$ cat config.mk
export PLATFORM = sky130hd
export DESIGN_NAME = output_port_arbiter
export DESIGN_NICKNAME = d
export VERILOG_FILES = /design/src/rtl/output_port_arbiter_pkg.sv /design/src/rtl/output_port_arbiter_rr_arbiter.sv /design/src/rtl/output_port_arbiter.sv
export SDC_FILE = /design/constraint.sdc
export NUM_CORES = 1
export LEC_CHECK = 0
export BUFFER_PORTS_ARGS = -buffer_cell sky130_fd_sc_hd__buf_2
export CAP_MARGIN = 30
export CORE_MARGIN = 5
export CORE_UTILIZATION = 36
export DETAILED_ROUTE_END_ITERATION = 16
export PLACE_DENSITY = 0.8
export SLEW_MARGIN = 20
export SYNTH_ARGS = -nofsm -noshare
export SYNTH_HDL_FRONTEND = slang
export SYNTH_HIERARCHICAL = 1
export SYNTH_SLANG_ARGS = --single-unit
$ cat constraint.sdc
create_clock -name clk -period 2.7 [get_ports clk]
set_input_delay 0.81 -clock clk [delete_from_list [all_inputs] [get_ports clk]]
set_output_delay 0.81 -clock clk [all_outputs]
set_load 0.05 [all_outputs]
$ cat src/rtl/output_port_arbiter_pkg.sv
// Shared flit-type codes, FSM state type and flit-type helpers for the output port arbiter.
// Optional build macro used elsewhere in this slice: ARB_STATS_EN.
`ifndef FLIT_LENGTH
`define FLIT_LENGTH 32
`endif

package output_port_arbiter_pkg;

   localparam int FLIT_LENGTH_DEF = `FLIT_LENGTH;

   localparam int FLIT_TYPE_W = 2;

   typedef enum logic [FLIT_TYPE_W-1:0] {
      FLIT_TYPE_BODY   = 2'b00,
      FLIT_TYPE_TAIL   = 2'b01,
      FLIT_TYPE_HEAD   = 2'b10,
      FLIT_TYPE_SINGLE = 2'b11
   } flit_type_e;

   typedef enum logic [0:0] {
      ST_IDLE   = 1'b0,
      ST_LOCKED = 1'b1
   } arb_state_e;

   // HEAD and SINGLE both open a packet; TAIL and SINGLE both close one.
   function automatic logic is_head_type(input logic [FLIT_TYPE_W-1:0] t);
      return t[1];
   endfunction

   function automatic logic is_tail_type(input logic [FLIT_TYPE_W-1:0] t);
      return t[0];
   endfunction

   localparam int STAT_W = 16;

endpackage

$ cat src/rtl/output_port_arbiter_rr_arbiter.sv
// Combinational round-robin pick: lowest requester at or above ptr, else lowest overall.
module rr_arbiter #(
   parameter int N_IN  = 5,
   parameter int PTR_W = 3
) (
   input  logic [N_IN-1:0]  req,
   input  logic [PTR_W-1:0] ptr,
   output logic [N_IN-1:0]  grant,
   output logic [PTR_W-1:0] grant_idx,
   output logic             any
);

   logic [N_IN-1:0] hi_mask;
   logic [N_IN-1:0] hi_req;
   logic [N_IN-1:0] sel_req;

   genvar gi;
   generate
      for (gi = 0; gi < N_IN; gi++) begin : g_mask
         assign hi_mask[gi] = (PTR_W'(gi) >= ptr);
         assign grant[gi]   = any & (grant_idx == PTR_W'(gi));
      end
   endgenerate

   assign hi_req  = req & hi_mask;
   assign sel_req = (|hi_req) ? hi_req : req;
   assign any     = |req;

   // Scan downwards so the lowest set bit of sel_req wins.
   always_comb begin
      grant_idx = '0;
      for (int i = N_IN - 1; i >= 0; i--) begin
         if (sel_req[i]) begin
            grant_idx = PTR_W'(i);
         end
      end
   end

endmodule

$ cat src/rtl/output_port_arbiter.sv
// Wormhole output-port arbiter: round-robin grant on head flits, port locked until the tail.
// Build option: define ARB_STATS_EN to add saturating packet and stall counters.
module output_port_arbiter
   import output_port_arbiter_pkg::*;
#(
   parameter int N_IN   = 5,
   parameter int FLIT_W = FLIT_LENGTH_DEF,
   parameter int PTR_W  = 3
) (
   input  logic                     clk,
   input  logic                     rst,
   input  logic [N_IN-1:0]          req_i,
   input  logic [N_IN-1:0]          empty_i,
   input  logic [N_IN*FLIT_W-1:0]   data_i,
   output logic [N_IN-1:0]          pop_o,
   input  logic                     full_i,
   output logic                     push_o,
   output logic [FLIT_W-1:0]        data_o,
   output logic [N_IN-1:0]          grant_o,
   output logic                     busy_o
`ifdef ARB_STATS_EN
   ,
   output logic [STAT_W-1:0]        pkt_cnt_o,
   output logic [STAT_W-1:0]        stall_cnt_o
`endif
);

   arb_state_e       state_reg, state_next;
   logic [PTR_W-1:0] ptr_reg, ptr_next;
   logic [PTR_W-1:0] gidx_reg, gidx_next;
   logic [N_IN-1:0]  grant_reg, grant_next;

   logic [N_IN-1:0]  eligible;
   logic [N_IN-1:0]  arb_grant;
   logic [PTR_W-1:0] arb_idx;
   logic             arb_any;

   logic [FLIT_W-1:0] cur_flit;
   logic              cur_empty;
   logic              locked;
   logic              transfer;
   logic              tail_xfer;

   genvar gi;
   generate
      for (gi = 0; gi < N_IN; gi++) begin : g_elig
         assign eligible[gi] = req_i[gi] & ~empty_i[gi]
                             & is_head_type(data_i[gi*FLIT_W + FLIT_W - 1 -: FLIT_TYPE_W]);
      end
   endgenerate

   rr_arbiter #(
      .N_IN  (N_IN),
      .PTR_W (PTR_W)
   ) u_rr (
      .req       (eligible),
      .ptr       (ptr_reg),
      .grant     (arb_grant),
      .grant_idx (arb_idx),
      .any       (arb_any)
   );

   // Front flit and empty flag of the current owner.
   always_comb begin
      cur_flit  = '0;
      cur_empty = 1'b1;
      for (int k = 0; k < N_IN; k++) begin
         if (gidx_reg == PTR_W'(k)) begin
            cur_flit  = data_i[k*FLIT_W +: FLIT_W];
            cur_empty = empty_i[k];
         end
      end
   end

   assign locked    = (state_reg == ST_LOCKED);
   assign transfer  = locked & ~cur_empty & ~full_i & ~rst;
   assign tail_xfer = transfer & is_tail_type(cur_flit[FLIT_W-1 -: FLIT_TYPE_W]);

   always_ff @(posedge clk) begin
      if (rst) begin
         state_reg <= ST_IDLE;
         ptr_reg   <= '0;
         gidx_reg  <= '0;
         grant_reg <= '0;
      end else begin
         state_reg <= state_next;
         ptr_reg   <= ptr_next;
         gidx_reg  <= gidx_next;
         grant_reg <= grant_next;
      end
   end

   always_comb begin
      state_next = state_reg;
      ptr_next   = ptr_reg;
      gidx_next  = gidx_reg;
      grant_next = grant_reg;
      unique case (state_reg)
         ST_IDLE: begin
            if (arb_any) begin
               state_next = ST_LOCKED;
               gidx_next  = arb_idx;
               grant_next = arb_grant;
            end
         end
         ST_LOCKED: begin
            // The pointer only advances when a packet finishes, past its owner.
            if (tail_xfer) begin
               state_next = ST_IDLE;
               grant_next = '0;
               ptr_next   = (gidx_reg == PTR_W'(N_IN - 1)) ? '0 : gidx_reg + 1'b1;
            end
         end
         default: state_next = ST_IDLE;
      endcase
   end

   always_comb begin
      pop_o   = transfer ? grant_reg : '0;
      push_o  = transfer;
      data_o  = locked ? cur_flit : '0;
      grant_o = grant_reg;
      busy_o  = locked;
   end

`ifdef ARB_STATS_EN
   logic [STAT_W-1:0] pkt_cnt_reg;
   logic [STAT_W-1:0] stall_cnt_reg;

   always_ff @(posedge clk) begin
      if (rst) begin
         pkt_cnt_reg   <= '0;
         stall_cnt_reg <= '0;
      end else begin
         if (tail_xfer && (pkt_cnt_reg != '1)) begin
            pkt_cnt_reg <= pkt_cnt_reg + 1'b1;
         end
         if (locked && !transfer && (stall_cnt_reg != '1)) begin
            stall_cnt_reg <= stall_cnt_reg + 1'b1;
         end
      end
   end

   assign pkt_cnt_o   = pkt_cnt_reg;
   assign stall_cnt_o = stall_cnt_reg;
`endif

endmodule

Yosys cells after proc, flatten, opt, wreduce, memory -nomap -nowiden
Cells that the tools add are included.

cells by class
  multiplexer cells = 25
  add/sub/neg operators = 1
  reduce and logical (&&, ||, !) cells = 7
  eq/ne operators = 10
  $lt $le $gt $ge = 5
  bitwise gates (word level) = 29

operators with widths
  kind                                                                   number
  32-bit 2-to-1 mux                                                      6
  5-bit 2-to-1 mux                                                       4
  1-bit bitwise AND                                                      19
  3-bit 2-to-1 mux                                                       6
  3-bit by 2-bit equality test with 1-bit output, second input constant  4
  5-bit one-hot mux with 2 select lines                                  1
  5-bit OR reduction                                                     2
  1-bit inverter                                                         9
  1-bit 2-to-1 mux                                                       7
  3-bit by 1-bit equality test with 1-bit output, second input constant  2
  3-bit equality test, second input constant                             2
  1-bit by 3-bit >= comparator with 1-bit output, first input constant   2
  2-bit by 3-bit >= comparator with 1-bit output, first input constant   2
  3-bit zero test                                                        2
  2-bit AND reduction                                                    3
  5-bit bitwise AND                                                      1
  2-bit by 1-bit != test with 1-bit output, second input constant        2
  3-bit by 1-bit adder with 3-bit output, second input constant          1
  3-bit >= comparator, first input constant                              1
  1-bit one-hot mux with 2 select lines                                  1

storage, ports and cells
  register bits = 12
  output and inout bits = 44

Depth between registers and ports, before layout
Gate-level depths: netlist of the first run.

  depth after elaboration = 15
  mapped depth = 10
  depth with buffers taken out = 9

Hierarchy
Netlist of the first run, hierarchy kept.

by module, submodules not included
  module               area an instance (µm²)  cells each  instances
  output_port_arbiter  1903.1                  312         1
  rr_arbiter           177.7                   32          1

Worst setup path before layout of the first run
Ideal clock, no wire load.

  kind = in2out
  start = in empty_i[2]
  end = out pop_o[0]
  buffers on the path = 0
  slack = -436 ps
  required time = 1890 ps
  stages = 5
  arrival time = 2326 ps
  path through = a211oi_1 > o31a_1 > o2111ai_1 > inv_1 > and2_1

between the ends
  cells in the longest elaborated chain, start to end = 8

ends and longest elaborated chain
  item                             RTL line                    RTL
  start: declaration               output_port_arbiter.sv:13   input logic [N_IN-1:0] empty_i,
  1-bit 2-to-1 mux (3 in series)   output_port_arbiter.sv:68   if (gidx_reg == PTR_W'(k)) begin
  1-bit inverter                   output_port_arbiter.sv:76   assign transfer = locked & ~cur_empty & ~full_i & ~rst;
  1-bit bitwise AND (3 in series)  output_port_arbiter.sv:76
  via push_o                       output_port_arbiter.sv:17   output logic push_o,
  5-bit 2-to-1 mux                 output_port_arbiter.sv:119  pop_o = transfer ? grant_reg : '0;
  end: declaration                 output_port_arbiter.sv:15   output logic [N_IN-1:0] pop_o,

The timed path passes the listed nets, and every way through them passes these cells.

Worst setup path in the final report of the first run
  start = reg gidx_reg[1]
  end = out data_o[25]

between the ends
  cells in the longest elaborated chain, start to end = 7

ends and longest elaborated chain
  item                             RTL line                    RTL
  start: declaration               output_port_arbiter.sv:30   logic [PTR_W-1:0] gidx_reg, gidx_next;
  start signal: assignment         output_port_arbiter.sv:88   gidx_reg <= gidx_next;
  3-bit zero test                  output_port_arbiter.sv:68
  32-bit 2-to-1 mux (4 in series)  output_port_arbiter.sv:68
  32-bit 2-to-1 mux (*)            output_port_arbiter.sv:68
  32-bit 2-to-1 mux (*)            output_port_arbiter.sv:121  data_o = locked ? cur_flit : '0;
  end: declaration                 output_port_arbiter.sv:18   output logic [FLIT_W-1:0] data_o,

Mark *: on every way between the ends. The rest lies on a longest branch, timed or not.

==> metrics.yaml, run 1 <==
cts:
  cts_tree: "built"
  clock_sinks: 12
  h-tree-depth: 1
  clockRootBuffer: "clkbuf_8"
  cts_made_buffers: 3
  clk_pin_slew_ns: 0.06
  clkLatencyLatePin_ns: 0.24
  clk_path_buf_depth: 2
min_path:
  holdPathStages: 2
  min_to: "grant_o[2]"
  hold_class: "reg2reg"
  hp-start: "grant_o[2]"
drt:
  drtIter0Drc: 842
  vias_per_cell: 7.27
  via_count: 4826
  wl_per_cell_um: 31.9
  ant_nets: 0
  drc: 0
  first_pass_iters: 6
  drt_wl_total_um: 21200
global_route:
  grt_max_degree: 35
  use_met1: 0.376
  grt_antenna_before_repair: 3
  grt_pass1_vias: 3948
  grt_usage: 0.349
  use_met3: 0.0778
  busiest_layer: "met2"
  overflow: 0
  use_met2: 0.644
  grt_pass1_wl_um: 20500
power_and_ir_drop:
  power.share.combinational: 0.774
  power.switching_mw: 0.863
  p_seq_frac: 0.109
  power_density_mw_per_mm2: 337
  clockPowerShare: 0.117
  ir_drop_v: 0.000281
  internal-power_mw: 0.870
  sw_frac_of_total: 0.498
  p_leak_nw: 2.15
yosys:
  yosysSeqAreaShare: 0.115
  ys_warn_count: 6
  yosysMostFrequentCell: "a21oi_1"
  yosysTopAreaCell: "a21oi_1"
  synth_area_leaders: "a21oi_1, a221oi_1, dfxtp_1"
  syn_inst: 344
  synth_area_mm2: 0.00208
  synth_cell_types: 36
  postSynthAreaPerCell_um2: 6.05
  async_reset_ff_frac: 0
  netlist.area_leader.share: 0.166
  synth_common_cells: "a21oi_1, nor2_1, nor3_1, o21ai_0, a221oi_1"
  syn_nets: 522
  synth_edf_count: 0
  synthFlopType: "dfxtp_1"
  synth_seq_cells: 12
sta:
  worst_slew_pin_slew_ns: 0.646
  setup_slack_ns: -0.658
  finalSetupViolations: 38
  rsz0062_at_grt: "true"
  layout_min_cycle_time_ns: 3.36
  timing.fmax_ghz: 0.298
  hold_viol_final: 0
  finalMaxSlewViolations: 0
  fin_crit_sh: 1.24
  tns_ns: -15.24
  maxSlewHeadroom: 0.565
  final.setup_skew_ns: 0.00337
die:
  die_h_um: 86.0
  io_pins: 217
  coreArea_mm2: 0.00557
  die_area_mm2: 0.00740
  start_util: 0.373
  die_x_um: 86.0
  rows: 27
outcome:
  violations: "negative setup slack"
  outcome: "finished with violations"
critical_path:
  worstPathRequired_ns: 1.89
  critPathLaunchType: "flop"
  timing.rr.end: "grant_o[4]"
  reg2reg_depth: 11
  r2r_start: "gidx_reg[1]"
  r2r_slack_ns: 0.03
  crit_type: "reg2out"
  cp-end-kind: "output port"
  cp_max_fo: 21
  worstPathArrival_ns: 2.55
final_layout:
  nNetsFinal: 765
  n_fill_cell: 216
  largest_reg_flops: 5
  drive_gt1_frac: 0.706
  syn_to_final_growth_pct: 147
flow_run:
  maxCapViolCount: 0
placed_design:
  hpwl_um: 8980
  dp_slack_ns: -0.149
  gp_congestion: 0.981
  port_buffers: 216
through the flow:
stage / hold slack (ns) / instances / total power [mW] / instance area [um2] / utilization
floorplan: 0.490 / 344 / 0.761 / 2450 / -
global placement: 0.493 / 639 / 1.04 / 3910 / 0.701
detailed placement: 0.498 / 639 / 1.05 / 3910 / 0.701
CTS: 0.513 / 656 / 1.50 / 4860 / 0.873
global route: 0.550 / 664 / 1.77 / 5150 / 0.923
finish: 0.517 / 664 / 1.73 / 5150 / 0.923
cells by family (layout without fill, tap and decap cells):
family          count (synthesis)  count (layout)  synth area share
compound gates                152             152             0.464
fa+ha+maj                       5               5            0.0301
buf+inv                        48             290            0.0896
flops                          12              12             0.115
mux                             3               3            0.0144
other cells                     0               6                 0
simple gates                  124             124             0.287
cell type report:
type	count	area [um2]	share of cell area
repair buffers	272	2020	0.393
inverters	14	57.6	0.0112
multi-input cells	284	2660	0.517
diodes	6	15.0	0.00292
flip-flops and latches	12	246	0.0479
well taps	72	90.1	0.0175
clock buffers	4	55.1	0.0107
critical path: stages, from the launching register on:
cell	delay, ns
dfxtp_2	0.33
inv_2	0.09
ha_4	0.17
nor2b_2	0.42
buf_12	0.29
a221oi_2	0.11
nor3_1	0.24
a21oi_1	0.16
buf_4	0.18
a21oi_4	0.13
buf_6	0.17
cells in the final DEF, fill, tap and decap left out, types with 9 or more instances in the layout:
| cell type | instances |
|---|---|
| inv_1 | 9 |
| a221oi_2 | 16 |
| buf_6 | 31 |
| nor3_1 | 20 |
| a221oi_4 | 15 |
| a21oi_4 | 31 |
| buf_4 | 36 |
| a21oi_2 | 26 |
| a21oi_1 | 13 |
| nor3_2 | 18 |
| o21ai_0 | 35 |
| buf_2 | 178 |
| buf_12 | 9 |
| nor2_1 | 41 |
| dfxtp_1 | 9 |
| buf_8 | 13 |
| nand2_1 | 12 |
routing by layer:
layer	wire, um	part of all wire
met1	6230	0.29
met2	8900	0.42
met3	3220	0.15
met4	2800	0.13
met5	13	0.00061
power by group through the flow:
stage	clock [mW]	sequential, mW	combinational (mW)
floorplan	0	0.204	0.558
global placement	0	0.190	0.852
detailed placement	0	0.190	0.864
CTS	0.200	0.187	1.11
global route	0.211	0.189	1.37
finish	0.203	0.189	1.34
how the worst max path moves through the flow:
stage                           start  cells after the start    endpoint
final                     gidx_reg[1]                     10  data_o[25]
after global routing      gidx_reg[1]                      9  data_o[18]
after CTS                 gidx_reg[0]                     11  data_o[14]
after detailed placement   empty_i[2]                      7    pop_o[0]
after global placement     empty_i[2]                      7    pop_o[0]
after floorplan            empty_i[2]                      5    pop_o[0]
repair_timing:
item / 4_1_cts / 5_1_grt
pin swaps: 73 / 22
hold buffers: 0 / 0
cloned: 4 / 1
gates resized for setup: 170 / 42
endpoints found under the hold margin: 0 / 0
buffers inserted: 9 / 1
setup endpoints to repair: 38 / 38
No activity file was read; power rests on OpenSTA's default activity.
==> run 2, diff against run 1 <==
Settings changed: PLACE_DENSITY 0.8 to 0.81, SYNTH_HIERARCHICAL 1 to default.
==> metrics.yaml, run 2 <==
outcome:
  outcome: "finished with violations"
  violations: "negative setup slack"
critical_path:
  critical-path-max-stage-delay_ns: 0.37  # -0.05 ns
  cp_cell_sequence: "inv_4, ha_4, nor3b_4, buf_6, a22oi_1, a211oi_2, a21oi_1, a21oi_4, buf_6"
  cp_max_fo: 8  # -62%
  crit_type: "reg2out"
  cp-startpoint: "gidx_reg[0]"
  crit_slowest_cell: "dfxtp_4"
  critPathCapture: "data_o[18]"
  crit_buf_inv: 3  # -1
  r2r_start: "gidx_reg[0]"
  worstPathRequired_ns: 1.89  # about the same
  cp_top_family: "compound AO/OA/AOI/OAI gates"
  r2r_slack_ns: 0.29  # +0.26 ns
  cp.depth: 9  # -1
  timing.rr.end: "ptr_reg[2]"
  cp-end-kind: "output port"
  cp_common_cell: "buf_6"
  critPathLaunchType: "flop"
  worstPathArrival_ns: 2.16  # -0.39 ns
  reg2reg_depth: 10  # -1
die:
  die_x_um: 85.5  # -0.56%
  io_pins: 217  # unchanged
  coreArea_mm2: 0.00554  # -0.61%
  rows: 27  # unchanged
  die_h_um: 85.5  # -0.56%
  start_util: 0.371  # -0.00247
  die_area_mm2: 0.00732  # -1.1%
power_and_ir_drop:
  clockPowerShare: 0.127  # +0.010
  p_seq_frac: 0.114  # +0.005
  sw_frac_of_total: 0.499  # about the same
  ir_drop_v: 0.000318  # +13%
  internal-power_mw: 0.860  # -1.1%
  power_density_mw_per_mm2: 378  # +12%
  power.switching_mw: 0.855  # -1.0%
  power.share.combinational: 0.758  # -0.016
  p_leak_nw: 1.97  # -8.5%
yosys:
  synth_compound_area_frac: 0.574  # +0.111
  syn_nets: 505  # -3.3%
  postSynthAreaPerCell_um2: 6.28  # +3.9%
  synth_xor_area_frac: 0  # unchanged
  yosysSeqAreaShare: 0.117  # +0.00148
  yosysMostFrequentCell: "a21oi_1"
  synth_mux_area_frac: 0.00487  # -0.00956
  netlist.area_leader.share: 0.168  # +0.00212
  synth_area_mm2: 0.00205  # -1.3%
  synth_area_leaders: "a21oi_1, a211oi_1, dfxtp_1"
  ys_warn_count: 0  # -6
  synthSimpleGateAreaFrac: 0.196  # -0.0907
  yosysTopAreaCell: "a21oi_1"
  synthFlopType: "dfxtp_1"
  synth_top_family_by_area: "compound AO/OA/AOI/OAI gates"
  synth_common_cells: "a21oi_1, nor2_1, a211oi_1, o21ai_0, a22oi_1"
  synth_edf_count: 0  # unchanged
  syn_inst: 327  # -4.9%
  synth_seq_cells: 12  # unchanged
  synth_adder_area_share: 0.0305  # +0.000385
  async_reset_ff_frac: 0  # unchanged
  synth_cell_types: 38  # +5.6%
final_layout:
  seqCellArea_um2: 246  # unchanged
  finalInstanceArea_mm2: 0.00454  # -12%
  multi_input_area_mm2: 0.00232  # -13%
  syn_to_final_growth_pct: 121
  layout_commonest_cell: "buf_2"
  layout_common_cells: "buf_2, nor2_1, buf_6"
  largest_reg_flops: 5  # unchanged
  drive_gt1_frac: 0.664  # -0.0428
  nNetsFinal: 732  # -4.3%
  n_fill_cell: 360  # +67%
drt:
  first_pass_iters: 5  # -1
  drc: 0  # unchanged
  via_count: 3757  # -22%
  wl_per_cell_um: 20.8  # -35%
  drt_wl_total_um: 13000  # -38%
  drtIter0Drc: 227  # -73%
  ant_nets: 0  # unchanged
  vias_per_cell: 5.99  # -18%
sta:
  fin_crit_sh: 1.10  # -0.142
  layout_min_cycle_time_ns: 2.97  # -0.384 ns
  maxSlewHeadroom: 0.614  # +0.0490
  hold_ws_ns: 0.526  # +0.00967 ns
  setup_slack_ns: -0.275  # +0.384 ns
  hold_viol_final: 0  # unchanged
  finalSetupViolations: 38  # unchanged
  worst_slew_pin_slew_ns: 0.573  # -0.0727 ns
  finalMaxSlewViolations: 0  # unchanged
  timing.fmax_ghz: 0.336  # +13%
  final.setup_skew_ns: 0.00267  # -0.000698 ns
  rsz0062_at_grt: "true"
global_route:
  grt_pass1_vias: 3721  # -5.7%
  grt_max_degree: 36  # +2.9%
  overflow: 0  # unchanged
  grt_usage: 0.310  # -0.0385
  grt_antenna_before_repair: 2  # -1
  grt_pass1_wl_um: 18500  # -9.9%
placed_design:
  place_area_mm2: 0.00385  # -1.5%
  gp_congestion: 0.920  # -6.2%
  port_buffers: 216  # unchanged
  hpwl_um: 8680  # -3.3%
cts:
  clock_sinks: 12  # unchanged
  clk_path_buf_depth: 2  # unchanged
  clk_pin_slew_ns: 0.06  # about the same
  clockRootBuffer: "clkbuf_8"
  clkLatencyLatePin_ns: 0.26  # +0.02 ns
  h-tree-depth: 1  # unchanged
  cts_tree: "built"
  cts_hold_buf: 0  # unchanged
  cts_made_buffers: 3  # unchanged
min_path:
  hold_class: "reg2reg"
flow_run:
  maxCapViolCount: 0  # unchanged
==> run 2: cell types whose count changed after synthesis, sizes merged, moves of 5 or more <==
| cell | delta |
|---|---|
| inv | -10 |
| nor3 | -35 |
| a211oi | +34 |
| a22oi | +31 |
| a221oi | -30 |
| o32ai | -5 |
==> run 2: cells by family after synthesis <==
| logic type | Yosys count |
|---|---|
| fa+ha+maj | 5 |
| mux | 1 |
| simple gates | 84 |
| compound gates | 187 |
| flops | 12 |
| buf+inv | 38 |
==> run 2: what timing repair did <==
action | in CTS | in global routing
setup endpoints to repair | 38 | 38
cloned | 1 | 3
setup buffers | 3 | 1
resized for setup | 136 | 28
pin swaps | 37 | 11
==> run 2: worst min-delay path by stage <==
stage	start	to	slack, ns	cells past startpoint
6_report	gidx_reg[0]	gidx_reg[0]	0.53	2
5_1_grt	gidx_reg[0]	gidx_reg[0]	0.56	2
4_1_cts	grant_o[0]	grant_o[0]	0.49	2
3_5_place_dp	grant_o[0]	grant_o[0]	0.48	2
3_3_place_gp	grant_o[0]	grant_o[0]	0.47	2
2_1_floorplan	gidx_reg[1]	gidx_reg[1]	0.46	2
==> run 2: stage by stage <==
stage                      util  std cells  total power [mW]  TNS [ns]  setup slack, ns
after global placement    0.695        616              1.24     -1.60           -0.189
after detailed placement  0.695        616              1.26     -3.53           -0.238
final                     0.819        627              1.71     -7.42           -0.275
after CTS                 0.800        624              1.65     -7.11           -0.235
after floorplan               -        327             0.918     -1.61           -0.321
after global routing      0.819        627              1.78    -10.98           -0.354
==> run 2: power by group through the flow <==
stage	clock network, mW	logic [mW]	registers (mW)
global route	0.230	1.36	0.197
detailed placement	0	1.06	0.198
floorplan	0	0.704	0.214
global placement	0	1.05	0.197
CTS	0.208	1.25	0.196
finish	0.218	1.30	0.196
==> run 2: layout make-up <==
| class | instances | share of cell area |
|---|---|---|
| Timing Repair Buffer | 256 | 0.398 |
| Inverter | 4 | 0.00386 |
| Multi-Input combinational cell | 277 | 0.511 |
| Tap cell | 72 | 0.0199 |
| Sequential cell | 12 | 0.0543 |
| Antenna cell | 2 | 0.00110 |
| Clock buffer | 4 | 0.0121 |
==> run 2: per-layer routing <==
| layer | GRT usage | vias to the layer above | routed length (um) |
|---|---|---|---|
| li1 | - | 1707 | - |
| met1 | 0.343 | 1718 | 4510 |
| met2 | 0.584 | 283 | 6770 |
| met3 | 0.0586 | 49 | 1240 |
| met4 | 0.112 | 0 | 520 |
| met5 | 0 | - | 0 |
==> run 2: worst register-to-register path: stages, from the launching register on <==
cell	delay, ns
dfxtp_4	0.39
inv_4	0.05
ha_1	0.28
buf_4	0.18
nor2b_1	0.13
a2111o_1	0.40
a21oi_2	0.18
buf_4	0.17
nand2_4	0.09
or3_1	0.33
a21oi_1	0.15
==> run 3, diff against run 2 <==
Settings changed: ABC_AREA from default to 1, PLACE_DENSITY 0.81 to 0.8.
==> metrics.yaml, run 3 <==
min_path:
  hold_class: "reg2reg"
  holdPathStages: 2  # unchanged
  hp-start: "ptr_reg[0]"
  min_to: "ptr_reg[0]"
yosys:
  postSynthAreaPerCell_um2: 5.58  # -11%
  synth_area_mm2: 0.00208  # +1.3%
  netlist.area_leader.share: 0.149  # -0.0190
  synth_cell_types: 26  # -32%
  yosysTopAreaCell: "o21ai_0"
  syn_nets: 551  # +9.1%
  ys_warn_count: 0  # unchanged
  synth_common_cells: "nand2_1, o21ai_0, a21oi_1, a22oi_1, o211ai_1"
  synthFlopType: "dfxtp_1"
  syn_inst: 373  # +14%
  yosysSeqAreaShare: 0.115  # -0.00155
  synth_seq_cells: 12  # unchanged
  synth_area_leaders: "o21ai_0, nand2_1, dfxtp_1"
  yosysMostFrequentCell: "nand2_1"
  synth_edf_count: 0  # unchanged
  async_reset_ff_frac: 0  # unchanged
sta:
  fin_crit_sh: 1.07  # -0.0354
  maxSlewHeadroom: 0.738  # +0.124
  timing.fmax_ghz: 0.347  # +3.3%
  layout_min_cycle_time_ns: 2.88  # -0.0956 ns
  worst_slew_pin_slew_ns: 0.390  # -0.183 ns
  finalSetupViolations: 32  # -16%
  rsz0062_at_grt: "true"
  finalMaxSlewViolations: 0  # unchanged
  final.setup_skew_ns: 0.00589  # +0.00322 ns
  setup_slack_ns: -0.179  # +0.0956 ns
  hold_ws_ns: 0.484  # -0.0420 ns
  hold_viol_final: 0  # unchanged
final_layout:
  layout_common_cells: "buf_2, nand2_1, buf_6"
  largest_reg_flops: 5  # unchanged
  nNetsFinal: 771  # +5.3%
  n_fill_cell: 446  # +24%
  syn_to_final_growth_pct: 95.6
  drive_gt1_frac: 0.557  # -0.106
  layout_commonest_cell: "buf_2"
cts:
  cts_made_buffers: 3  # unchanged
  clock_sinks: 12  # unchanged
  clockRootBuffer: "clkbuf_8"
  clk_pin_slew_ns: 0.05  # about the same
  cts_tree: "built"
  clkLatencyLatePin_ns: 0.25  # about the same
  clk_path_buf_depth: 2  # unchanged
  h-tree-depth: 1  # unchanged
drt:
  drt_wl_total_um: 11400  # -13%
  drtIter0Drc: 268  # +18%
  wl_per_cell_um: 17.1  # -18%
  first_pass_iters: 4  # -1
  drc: 0  # unchanged
  via_count: 3672  # -2.3%
  ant_nets: 0  # unchanged
  vias_per_cell: 5.52  # -7.8%
outcome:
  violations: "negative setup slack"
  outcome: "finished with violations"
critical_path:
  r2r_slack_ns: 0.57  # +0.28 ns
  worstPathRequired_ns: 1.89  # about the same
  critPathLaunchType: "flop"
  cp_max_fo: 7  # -1
  crit_type: "reg2out"
  cp-end-kind: "output port"
  timing.rr.end: "ptr_reg[1]"
  worstPathArrival_ns: 2.07  # -0.09 ns
  r2r_start: "gidx_reg[1]"
  reg2reg_depth: 16  # +6
power_and_ir_drop:
  p_leak_nw: 1.91  # -3.1%
  power_density_mw_per_mm2: 371  # -1.8%
  ir_drop_v: 0.000197  # -38%
global_route:
  overflow: 0  # unchanged
  grt_antenna_before_repair: 1  # -1
  grt_usage: 0.277  # -0.0338
  grt_pass1_vias: 3498  # -6.0%
  grt_pass1_wl_um: 16700  # -9.6%
  grt_max_degree: 38  # +5.6%
die:
  die_area_mm2: 0.00740  # +1.2%
  rows: 27  # unchanged
  die_h_um: 86.1  # +0.59%
  start_util: 0.374  # +0.00269
  io_pins: 217  # unchanged
  coreArea_mm2: 0.00557  # +0.61%
  die_x_um: 86.1  # +0.59%
placed_design:
  hpwl_um: 8230  # -5.2%
  gp_congestion: 0.973  # +5.8%
  dp_slack_ns: 0.0219  # +0.260 ns
  port_buffers: 216  # unchanged
flow_run:
  maxCapViolCount: 0  # unchanged
## run 3: cell families (layout without fill, tap and decap cells)
family                     count (synthesis)  in the layout  synth area share
and+or+nand+nor                          129            129             0.264
DFF                                       12             12             0.115
AOI/OAI and AO/OA                        168            168             0.480
adders and majority gates                  5              5            0.0300
other                                      0              1                 0
buffers and inverters                     59            278             0.110
## run 3: what timing repair did
item,CTS,global route
setup buffers,3,3
pin swaps,7,24
endpoints found under the setup margin,38,38
gates cloned,3,1
hold buffers,0,0
gates resized for setup,113,52
## run 3: cell type report
cell class              instances  area (um2)  area share
flip-flops and latches         12         249      0.0612
repair buffers                244        1670       0.411
multi-input cells             302        1880       0.463
clock buffers                   4        55.1      0.0135
well taps                      72        90.1      0.0221
diodes                          1        2.50    0.000615
inverters                      30         120      0.0295
## run 3: through the flow
step	utilization	instances	total power, mW	setup TNS, ns	area [um2]
2_1_floorplan	-	373	0.814	-0.0679	2200
3_3_place_gp	0.627	652	1.12	0	3500
3_5_place_dp	0.627	652	1.13	0	3500
4_1_cts	0.702	661	1.46	-1.94	3910
5_1_grt	0.730	665	1.60	-5.61	4070
6_report	0.730	665	1.51	-1.65	4070
## run 3: worst max-delay path by stage
stage | from | to | cells after the start
3_5_place_dp | gidx_reg[1] | data_o[14] | 10
4_1_cts | gidx_reg[0] | data_o[19] | 11
6_report | gidx_reg[1] | data_o[18] | 10
3_3_place_gp | gidx_reg[1] | data_o[14] | 10
5_1_grt | gidx_reg[1] | data_o[18] | 10
2_1_floorplan | empty_i[4] | pop_o[0] | 5
## run 3: routing by layer
metal  up-vias  GRT usage  part of all wire
met4         0      0.109             0.038
met3        37     0.0317             0.091
met5         -          0                 0
met1      1666      0.340              0.37
met2       210      0.487              0.50
li1       1759          -                 -
## run 3: critical path: stages (launching register included)
cell      delay [ns]
dfxtp_4         0.36
inv_4           0.07
ha_4            0.16
inv_4           0.04
nor2_4          0.19
buf_6           0.17
a22oi_1         0.09
o211ai_1        0.23
o21ai_1         0.14
a21oi_2         0.19
buf_6           0.18
## run 3: power breakdown
| group | internal [mW] | switching (mW) |
|---|---|---|
| clock network | 0.129 | 0.0719 |
| registers | 0.186 | 0.0112 |
| logic | 0.454 | 0.659 |
